--- config.mk ---
export PLATFORM = sky130hd
export DESIGN_NAME = lsu
export DESIGN_NICKNAME = d
export VERILOG_FILES = /design/src/rtl/lsu_pkg.sv /design/src/rtl/lsu_align.sv /design/src/rtl/lsu.sv
export SDC_FILE = /design/constraint.sdc
export NUM_CORES = 1
export LEC_CHECK = 0
export ABC_CLOCK_PERIOD_IN_PS = 4140
export CAP_MARGIN = 10
export CORE_AREA = 2 2 155 157
export DETAILED_ROUTE_END_ITERATION = 10
export DIE_AREA = 0 0 157 159
export PLACE_DENSITY = 0.94
export SYNTH_ARGS = -nofsm -noshare
export SYNTH_HDL_FRONTEND = slang
export SYNTH_SLANG_ARGS = --single-unit
--- constraint.sdc ---
create_clock -name clk -period 4.14 [get_ports clk]
set_clock_uncertainty 0.2 [all_clocks]
set_input_delay 0.828 -clock clk [delete_from_list [all_inputs] [get_ports clk]]
set_output_delay 0.828 -clock clk [all_outputs]
set_load 0.05 [all_outputs]
--- src/rtl/lsu_pkg.sv ---
// Shared definitions for the load/store unit: access sizes, in_op field
// positions, FSM state encoding and the alignment check.
package lsu_pkg;

    localparam logic [1:0] SZ_B = 2'd0;
    localparam logic [1:0] SZ_H = 2'd1;
    localparam logic [1:0] SZ_W = 2'd2;
    localparam logic [1:0] SZ_D = 2'd3;

    localparam int OP_STORE = 3;
    localparam int OP_UNS   = 2;
    localparam int OP_SZ_HI = 1;
    localparam int OP_SZ_LO = 0;

    typedef enum logic [1:0] {
        ST_IDLE   = 2'd0,
        ST_ACCESS = 2'd1,
        ST_RESP   = 2'd2
    } state_e;

    // An access is misaligned when the address is not a multiple of its size.
    function automatic logic misaligned(input logic [1:0] sz, input logic [2:0] off);
        case (sz)
            SZ_H:    return off[0];
            SZ_W:    return |off[1:0];
            SZ_D:    return |off;
            default: return 1'b0;
        endcase
    endfunction

endpackage

--- src/rtl/lsu_align.sv ---
// Combinational lane alignment: store data/mask placement onto the doubleword
// bus and load byte extraction with sign or zero extension.
module lsu_align
    import lsu_pkg::*;
(
    input  logic [1:0]  size_i,
    input  logic        uns_i,
    input  logic [2:0]  off_i,
    input  logic [63:0] wdata_i,
    input  logic [63:0] rdata_i,
    output logic [7:0]  wmask_o,
    output logic [63:0] wdata_o,
    output logic [63:0] rdata_o
);

    logic [7:0]  base_mask;
    logic [63:0] t;

    always_comb begin
        case (size_i)
            SZ_B:    base_mask = 8'h01;
            SZ_H:    base_mask = 8'h03;
            SZ_W:    base_mask = 8'h0F;
            default: base_mask = 8'hFF;
        endcase
        wmask_o = base_mask << off_i;
        wdata_o = wdata_i << {off_i, 3'b000};
    end

    always_comb begin
        t = rdata_i >> {off_i, 3'b000};
        case (size_i)
            SZ_B:    rdata_o = uns_i ? {56'b0, t[7:0]}  : {{56{t[7]}},  t[7:0]};
            SZ_H:    rdata_o = uns_i ? {48'b0, t[15:0]} : {{48{t[15]}}, t[15:0]};
            SZ_W:    rdata_o = uns_i ? {32'b0, t[31:0]} : {{32{t[31]}}, t[31:0]};
            default: rdata_o = t;
        endcase
    end

endmodule

--- src/rtl/lsu.sv ---
// Load/store unit: one micro-op at a time, a single memory port cycle per
// aligned access, and a held result on a valid/ready write-back interface.
module lsu
    import lsu_pkg::*;
(
    input  logic        clk,
    input  logic        rst_n,
    input  logic        in_valid,
    output logic        in_ready,
    input  logic [3:0]  in_op,
    input  logic [63:0] in_addr,
    input  logic [63:0] in_wdata,
    output logic        mem_ce,
    output logic        mem_we,
    output logic [63:0] mem_addr,
    output logic [63:0] mem_wdata,
    output logic [7:0]  mem_wmask,
    input  logic [63:0] mem_rdata,
    output logic        out_valid,
    input  logic        out_ready,
    output logic [63:0] out_rdata,
    output logic        out_exc
);

    state_e      state_q;
    logic [3:0]  op_q;
    logic [63:0] addr_q;
    logic [63:0] wdata_q;
    logic [63:0] rdata_q;
    logic        exc_q;

    logic        accept;
    logic        in_mis;
    logic        is_store;
    logic [7:0]  al_wmask;
    logic [63:0] al_wdata;
    logic [63:0] ld_d;

    lsu_align u_align (
        .size_i  (op_q[OP_SZ_HI:OP_SZ_LO]),
        .uns_i   (op_q[OP_UNS]),
        .off_i   (addr_q[2:0]),
        .wdata_i (wdata_q),
        .rdata_i (mem_rdata),
        .wmask_o (al_wmask),
        .wdata_o (al_wdata),
        .rdata_o (ld_d)
    );

    // RESP can take a new request in the same cycle the result drains.
    assign in_ready = rst_n & ((state_q == ST_IDLE) | ((state_q == ST_RESP) & out_ready));
    assign accept   = in_valid & in_ready;
    assign in_mis   = misaligned(in_op[OP_SZ_HI:OP_SZ_LO], in_addr[2:0]);
    assign is_store = op_q[OP_STORE];

    always_ff @(posedge clk) begin
        if (!rst_n) begin
            state_q <= ST_IDLE;
            op_q    <= '0;
            addr_q  <= '0;
            wdata_q <= '0;
            rdata_q <= '0;
            exc_q   <= 1'b0;
        end else begin
            case (state_q)
                ST_ACCESS: begin
                    rdata_q <= is_store ? 64'd0 : ld_d;
                    exc_q   <= 1'b0;
                    state_q <= ST_RESP;
                end
                ST_RESP: begin
                    if (out_ready && !accept) state_q <= ST_IDLE;
                end
                default: state_q <= ST_IDLE;
            endcase
            if (accept) begin
                op_q    <= in_op;
                addr_q  <= in_addr;
                wdata_q <= in_wdata;
                rdata_q <= '0;
                exc_q   <= in_mis;
                state_q <= in_mis ? ST_RESP : ST_ACCESS;
            end
        end
    end

    assign mem_ce    = (state_q == ST_ACCESS);
    assign mem_we    = mem_ce & is_store;
    assign mem_addr  = mem_ce ? {addr_q[63:3], 3'b000} : 64'd0;
    assign mem_wmask = mem_we ? al_wmask : 8'd0;
    assign mem_wdata = mem_we ? al_wdata : 64'd0;

    assign out_valid = (state_q == ST_RESP);
    assign out_rdata = rdata_q;
    assign out_exc   = exc_q;

endmodule

Word-level counts from Yosys, hierarchy flattened
Index checks and enable logic that the tools add are counted.
Storage, ports and cells
  memory bits (writable): 0
  latch bits: 0
  output and inout port bits: 205
  bits in read-only memories: 0
  bits in registers: 199
  memories: 0
Operators by class
  shifts and indexed selects: 3
  bitwise logic cells: 6
  multipliers: 0
  order comparisons: 0
  add/sub/neg operators: 0
  divide/modulo/power cells: 0
  mux-type cells: 16
  equality and inequality tests: 8
  reductions and logical operators: 8
Operator list (number)
  $mux 64: 6
  $pmux 64 s3: 1
  $shl 64x6->64: 1
  $shr 64x6->64: 1
  $pmux 8 s3: 1
  $eq 2x2->1 const B: 4
  $mux 8: 1
  $shl 8x3->8: 1
  $eq 2x1->1 const B: 3
  $mux 2: 3
  $and 1x1->1: 4
  $logic_not 2->1: 2
  $pmux 2 s2: 1
  $reduce_or 2->1: 2
  $ne 3x1->1 const B: 1
  $pmux 1 s3: 1
  $reduce_or 3->1: 1
  $mux 1: 2
  $reduce_bool 2->1: 1
  $logic_and 1x1->1: 1
  $logic_not 1->1: 1
  $not 1->1: 1
  $or 1x1->1: 1

Logic depth before layout (Yosys ltp)
Gate-level depths: netlist of the first run.
  depth in word-level cells: 10
  mapped depth: 10

Hierarchy
From an unflattened synthesis of the first run, not the netlist that was laid out.
Unflattened totals
  cell total of the unflattened synthesis: 1700
  area, all modules: 13839.5 um^2
Modules (own cells, without submodules)
  lsu: times used 1, cells an instance 1100, area an instance 9449.1 um^2
  lsu_align: times used 1, cells an instance 600, area an instance 4390.5 um^2

Worst setup path after synthesis of the first run
OpenSTA, ideal clock, no wires.
  kind: register to output
  start: register addr_q[0]
  end: output port mem_wmask[6]
  slack: -759 ps
  buffers on the path: 4
  cell stages (with the launch flop): 7
  arrival time: 3871 ps
  path through: dfxtp_1 -> buf_2 -> buf_2 -> buf_1 -> clkbuf_1 -> nor3_1 -> a2111oi_0
Between the ends
  cells in the longest elaborated chain, start to end: 2
RTL lines
  from (decl): RTL line lsu.sv:27  | logic [63:0] addr_q;
  from (signal assigned): RTL line lsu.sv:78  | addr_q <= in_addr;
  $shl 8x3->8: RTL line lsu_align.sv:26  | wmask_o = base_mask << off_i;
  $mux 8: RTL line lsu.sv:90  | assign mem_wmask = mem_we ? al_wmask : 8'd0;
  to (decl): RTL line lsu.sv:17  | output logic [7:0] mem_wmask,
No other way between the ends.

Final worst setup path of the first run
  start: register addr_q[1]
  end: output port mem_wdata[52]
Between the ends
  cells in the longest elaborated chain, start to end: 2
RTL lines
  $shl 64x6->64: RTL line lsu_align.sv:27  | wdata_o = wdata_i << {off_i, 3'b000};
  $mux 64: RTL line lsu.sv:91  | assign mem_wdata = mem_we ? al_wdata : 64'd0;
  to (decl): RTL line lsu.sv:16  | output logic [63:0] mem_wdata,
No other way between the ends.

==> impl_metrics.toml, run 1 <==
[power]
power_density_mw_per_mm2 = 303
power_leakage_nw = 6.09
pwr-share-comb_pct = 19.6
p_sw_mw = 1.51
swShare_pct = 31.3
total_power_mw = 4.83
seqPwrFrac_pct = 43.1
ir_drop_uv = 268
p_clk_share_pct = 37.3
p_int_mw = 3.32

[final_layout]
regArea_mm2 = 0.00399
mostFrequentLayoutCell = "nand2_1"
drive_above_1_share_pct = 16.4
fin_cells = 2122
fillers = 1871
multi_input_area_mm2 = 0.00695
postLayoutCoreUtil_pct = 68.8
areaGrowthSynthToFinish_pct = 38.8
fin_nets = 1989
final_cell_mix = "nand2_1 (359), clkdlybuf4s50_1 (264), dfxtp_1 (196)"
final_area_mm2 = 0.0159

[clocking]
cts_hold_buf = 0
clk_latency_ns = 0.43
root_buffer = "clkbuf_16"
clkSlewWorstSetupHoldPaths_ns = 0.09
cts_buffer_depth = 2
cts_sinks = 199
cts_resized = 0
cts_buffers = 17
htree_levels = 4
cts_tree = "done"
postCtsSetupRepairBufs = 0

[drt]
dr.pass1.iters = 5
route.detailed.drc = 0
drt_wl_total_um = 42900
drt-initial-drc-count = 1013
vias = 12300
wl_per_cell_um = 20.2
vias_per_cell = 5.77
ant_nets = 0

[status]
status = "completed"

[yosys]
synth_area_mm2 = 0.0115
synth_seq_cells = 199
synth-seq-area-share_pct = 34.7
synth_warnings = 0
synthFlopType = "dfxtp_1"
synthArstFlopShare_pct = 0
ys_types = 49
synth.avg_cell_area_um2 = 7.81
postSynthCellCount = 1472
synth-edff-count = 0

[placement]
dpl.cell_count = 2089
io_buffers = 401
post-place-ws_ns = 0.553
dpl_cell_area_mm2 = 0.0153
hpwlAfterDp_um = 31600
place_congestion = 0.949

[critical_path]
startpoint_type = "flip-flop"
crit_type = "reg2out"
worst_setup_path_end_kind = "output port"
crit_fanout = 52
crit_required_ns = 3.11
worstPathArrival_ns = 2.79

[floorplanning]
boundaryPins = 405
die_height_um = 159
start_util_pct = 49.6
die_x_um = 157
dieArea_mm2 = 0.0250
core_mm2 = 0.0232
row_count = 56

[global_route]
grt_overflow = 0
grt_pass1_wl_um = 64900
grt_pass1_vias = 11700
grt_antenna_before_repair = 1
grt.total_usage_pct = 33.3
grt_max_degree = 101

[timing]
setup_viol = 0
relSlewSlack_pct = 26.6
setup_slack_ns = 0.322
slew_viol_final = 0
rsz0062_at_grt = "false"
tightestPinTransition_ns = 1.10
period_needed_ns = 3.82
fin_tns_setup_ns = 0
period_share_pct = 92.2
timing.fmax_mhz = 262
hold_violations = 0
whs_ns = 0.260

[flow_run]
drv_cap = 0

[min_path]
hold_path.class = "reg2reg"
==> layer usage <==
layer | track usage, % | share of wire, % | up-vias
met5 | 0 | 0 | -
met4 | 17.6 | 5.8 | 0
met3 | 8.55 | 9.6 | 138
met2 | 55.3 | 47 | 719
met1 | 39.3 | 38 | 5738
li1 | - | - | 5658
==> worst max-delay path: stages, from the launching register on <==
cell and delay (ns):
dfxtp_4 0.84, buf_4 0.48, mux2i_1 0.14, o21ai_0 0.32, a21oi_1 0.13, nor2_1 0.20, buf_4 0.23
==> power groups by stage <==
stage                     clock, mW  combinational, mW  sequential (mW)
after detailed placement          0              0.930             2.12
after global placement            0              0.916             2.12
after floorplan                   0              0.508             2.13
final                          1.80              0.947             2.08
after global routing           1.89               1.01             2.09
after CTS                      1.82              0.936             2.08
==> registers in the layout, summed over array words and instances (netlist names) <==
signal / cells
state_q: 2
wdata_q: 64
addr_q: 64
op_q: 4
out_exc: 1
out_rdata: 64
==> worst paths after layout <==
check,cells after the start,start,endpoint,slack (ns)
setup / recovery,6,addr_q[1]$_SDFFE_PN0P_,mem_wdata[52],0.32
hold / removal,2,out_rdata[61]$_SDFFE_PP0P_,out_rdata[61]$_SDFFE_PP0P_,0.26
setup reg to reg,7,addr_q[1]$_SDFFE_PN0P_,out_rdata[32]$_SDFFE_PP0P_,0.92
hold reg to reg,2,out_rdata[61]$_SDFFE_PP0P_,out_rdata[61]$_SDFFE_PP0P_,0.26
==> final cells by class <==
| class | instances | area share (%) |
|---|---|---|
| Inverter | 6 | 0.141 |
| Clock buffer | 17 | 2.67 |
| Sequential cell | 199 | 25.0 |
| Clock inverter | 15 | 1.37 |
| Tap cell | 319 | 2.50 |
| Antenna cell | 1 | 0.0157 |
| Multi-Input combinational cell | 1137 | 43.6 |
| Timing Repair Buffer | 428 | 24.7 |
==> synthesized netlist by cell type, types with 4 or more instances <==
| library cell | instances | area (µm²) |
|---|---|---|
| a211oi_1 | 23 | 173 |
| a21boi_0 | 132 | 991 |
| a21oi_1 | 71 | 355 |
| a221o_1 | 7 | 70.1 |
| a222oi_1 | 6 | 60.1 |
| a22oi_1 | 15 | 113 |
| a31o_2 | 4 | 35.0 |
| and2_1 | 79 | 494 |
| and3_1 | 12 | 75.1 |
| buf_1 | 15 | 56.3 |
| buf_2 | 18 | 90.1 |
| buf_4 | 4 | 30.0 |
| buf_6 | 4 | 45.0 |
| clkbuf_1 | 91 | 342 |
| dfxtp_1 | 199 | 3980 |
| mux2_2 | 40 | 450 |
| mux2i_1 | 91 | 911 |
| mux4_2 | 14 | 315 |
| nand2_1 | 360 | 1350 |
| nand2b_1 | 4 | 25.0 |
| nand3_1 | 4 | 20.0 |
| nor2_1 | 125 | 469 |
| nor2b_1 | 14 | 87.6 |
| nor3_1 | 8 | 40.0 |
| o211ai_1 | 8 | 60.1 |
| o21ai_0 | 54 | 270 |
| o21ai_2 | 30 | 263 |
| o22a_1 | 7 | 61.3 |
| o2bb2ai_1 | 5 | 43.8 |
==> logic make-up (layout without fill, tap and decap cells) <==
kind of cell	after synthesis	count (layout)	share of synthesized area, %
muxes	146	146	14.7
buffers and inverters	138	466	5.10
other	1	4	0.0326
DFF	199	199	34.7
and+or+nand+nor	613	613	22.8
AOI/OAI and AO/OA	375	375	22.8
(Power assumes the default switching activity.)
==> run 2, diff against run 1 <==
--- a/config.mk
+++ b/config.mk
@@ -10,7 +10,8 @@
 export CORE_AREA = 2 2 155 157
 export DETAILED_ROUTE_END_ITERATION = 10
 export DIE_AREA = 0 0 157 159
-export PLACE_DENSITY = 0.94
+export DONT_BUFFER_PORTS = 1
+export PLACE_DENSITY = 0.71
 export SYNTH_ARGS = -nofsm -noshare
 export SYNTH_HDL_FRONTEND = slang
 export SYNTH_SLANG_ARGS = --single-unit
==> run 2 against run 1 <==
Worst setup slack got worse by 0.094 ns. Clock power fell by 5%. Hold slack barely moved. Flip-flop and latch count did not move. Final cell count fell by 16%. Largest cell class unchanged. Wire length fell by 8.5%.
==> impl_metrics.toml, run 2 (synthesis gave the netlist of run 1 again) <==
[status]
status = "completed"

[floorplanning]
core_mm2 = 0.0232
dieArea_mm2 = 0.0250
die_x_um = 157
start_util_pct = 49.6
row_count = 56
die_height_um = 159
boundaryPins = 405

[critical_path]
path_common_cell = "buf_4"
crit_type = "reg2out"
cpPeakStageDelay_ns = 0.75
worst_setup_path_end_kind = "output port"
worstPathCellList = "buf_4, mux2i_1, a211oi_1, a21oi_1, nor2_1, buf_4"
startpoint_type = "flip-flop"
worstPathArrival_ns = 2.88
crit_fanout = 45
critPathSlowestCell = "dfxtp_4"
crit_required_ns = 3.11
cp_top_family = "buffers and inverters"
critPathBufInv = 2

[power]
p_clk_share_pct = 38.4
ir_drop_uv = 254
swShare_pct = 31.7
pwr-share-comb_pct = 13.8
p_sw_mw = 1.41
seqPwrFrac_pct = 47.8
power_density_mw_per_mm2 = 342
power_leakage_nw = 4.76
p_int_mw = 3.05

[timing]
relSlewSlack_pct = 28.9
fin_tns_setup_ns = 0
period_share_pct = 94.5
timing.fmax_mhz = 256
rsz0062_at_grt = "false"
period_needed_ns = 3.91
hold_violations = 0
setup_viol = 0
slew_viol_final = 0
tightestPinTransition_ns = 1.06
setup_slack_ns = 0.228

[final_layout]
mostFrequentLayoutCell = "nand2_1"
fillers = 2169
areaGrowthSynthToFinish_pct = 13.6
final_area_mm2 = 0.0131
final_cell_mix = "nand2_1 (359), dfxtp_1 (196), a21boi_0 (132)"
drive_above_1_share_pct = 15.7
fin_nets = 1655

[clocking]
clkSlewWorstSetupHoldPaths_ns = 0.08
postCtsSetupRepairBufs = 0
root_buffer = "clkbuf_16"
cts_sinks = 199
htree_levels = 4
cts_tree = "done"
cts_resized = 0
cts_hold_buf = 0
cts_buffers = 17
cts_buffer_depth = 2
clk_latency_ns = 0.44

[global_route]
grt.total_usage_pct = 30.5
grt_busiest_layer = "met2"
grt_max_degree = 183
use_met3_pct = 8.82
grt_antenna_before_repair = 1
grt_pass1_vias = 10300
use_met2_pct = 51.8
grt.met1_usage_pct = 35.5
grt_overflow = 0
grt_pass1_wl_um = 59000

[placement]
hpwlAfterDp_um = 28700
post-place-ws_ns = 0.745
place_congestion = 0.961
io_buffers = 0
dpl_cell_area_mm2 = 0.0124

[drt]
vias_per_cell = 5.95
drt-initial-drc-count = 832
route.detailed.drc = 0
drt_wl_total_um = 39300
vias = 10600
wl_per_cell_um = 22.0
ant_nets = 0
dr.pass1.iters = 5

[flow_run]
drv_cap = 0

[min_path]
hold_path.class = "reg2reg"
[run 2: cell types whose count changed in the layout (fill, tap and decap cells not counted), sizes merged]
| cell | before | now |
|---|---|---|
| clkdlybuf4s50 | 264 | 0 |
| buf | 164 | 94 |
| bufinv | 1 | 0 |
| clkbuf | 17 | 18 |
[run 2: stage by stage]
| stage | utilization [%] | cells | total power, mW | hold slack, ns |
|---|---|---|---|---|
| 2_1_floorplan | - | 1474 | 2.64 | 0.239 |
| 3_3_place_gp | 53.6 | 1755 | 2.78 | 0.245 |
| 3_5_place_dp | 53.6 | 1755 | 2.79 | 0.251 |
| 4_1_cts | 56.3 | 1787 | 4.49 | 0.263 |
| 5_1_grt | 56.3 | 1787 | 4.64 | 0.279 |
| 6_report | 56.3 | 1788 | 4.46 | 0.260 |
[run 2: path summary, 6_finish.rpt]
path | start | end | slack [ns] | cells past startpoint
setup / recovery | addr_q[1]$_SDFFE_PN0P_ | mem_wdata[50] | 0.23 | 6
hold / removal | addr_q[37]$_SDFFE_PN0P_ | addr_q[37]$_SDFFE_PN0P_ | 0.26 | 2
setup reg to reg | addr_q[1]$_SDFFE_PN0P_ | out_rdata[32]$_SDFFE_PP0P_ | 0.81 | 7
hold reg to reg | addr_q[37]$_SDFFE_PN0P_ | addr_q[37]$_SDFFE_PN0P_ | 0.26 | 2
[run 2: power groups by stage]
stage	clock network, mW	logic (mW)	registers (mW)
detailed placement	0	0.610	2.18
finish	1.71	0.614	2.14
global placement	0	0.602	2.18
global route	1.82	0.671	2.15
CTS	1.74	0.611	2.13
floorplan	0	0.508	2.13
[run 2: area by class of cell]
type / instances / area [µm²] / share of cell area [%]
diodes: 1 / 2.50 / 0.0192
multi-input cells: 1137 / 6980 / 53.5
well taps: 319 / 399 / 3.06
repair buffers: 94 / 1040 / 7.99
inverters: 6 / 22.5 / 0.173
flip-flops and latches: 199 / 3990 / 30.6
clock inverters: 14 / 183 / 1.40
clock buffers: 18 / 429 / 3.29
[run 2: worst reg2reg max path, delay by kind of cell, from the launching register on]
| kind | cells | cell delay [ns] |
|---|---|---|
| buffers and inverters | 1 | 0.45 |
| flip-flops | 1 | 0.75 |
| multiplexers | 2 | 1.00 |
| AO/OA/AOI/OAI | 3 | 0.67 |
| AND/OR/NAND/NOR | 1 | 0.13 |
[run 2: layer usage]
metal	vias up	wire length [µm]
met2	552	19000
met1	4997	14700
met3	103	3770
met5	-	0
met4	0	1830
li1	4991	-
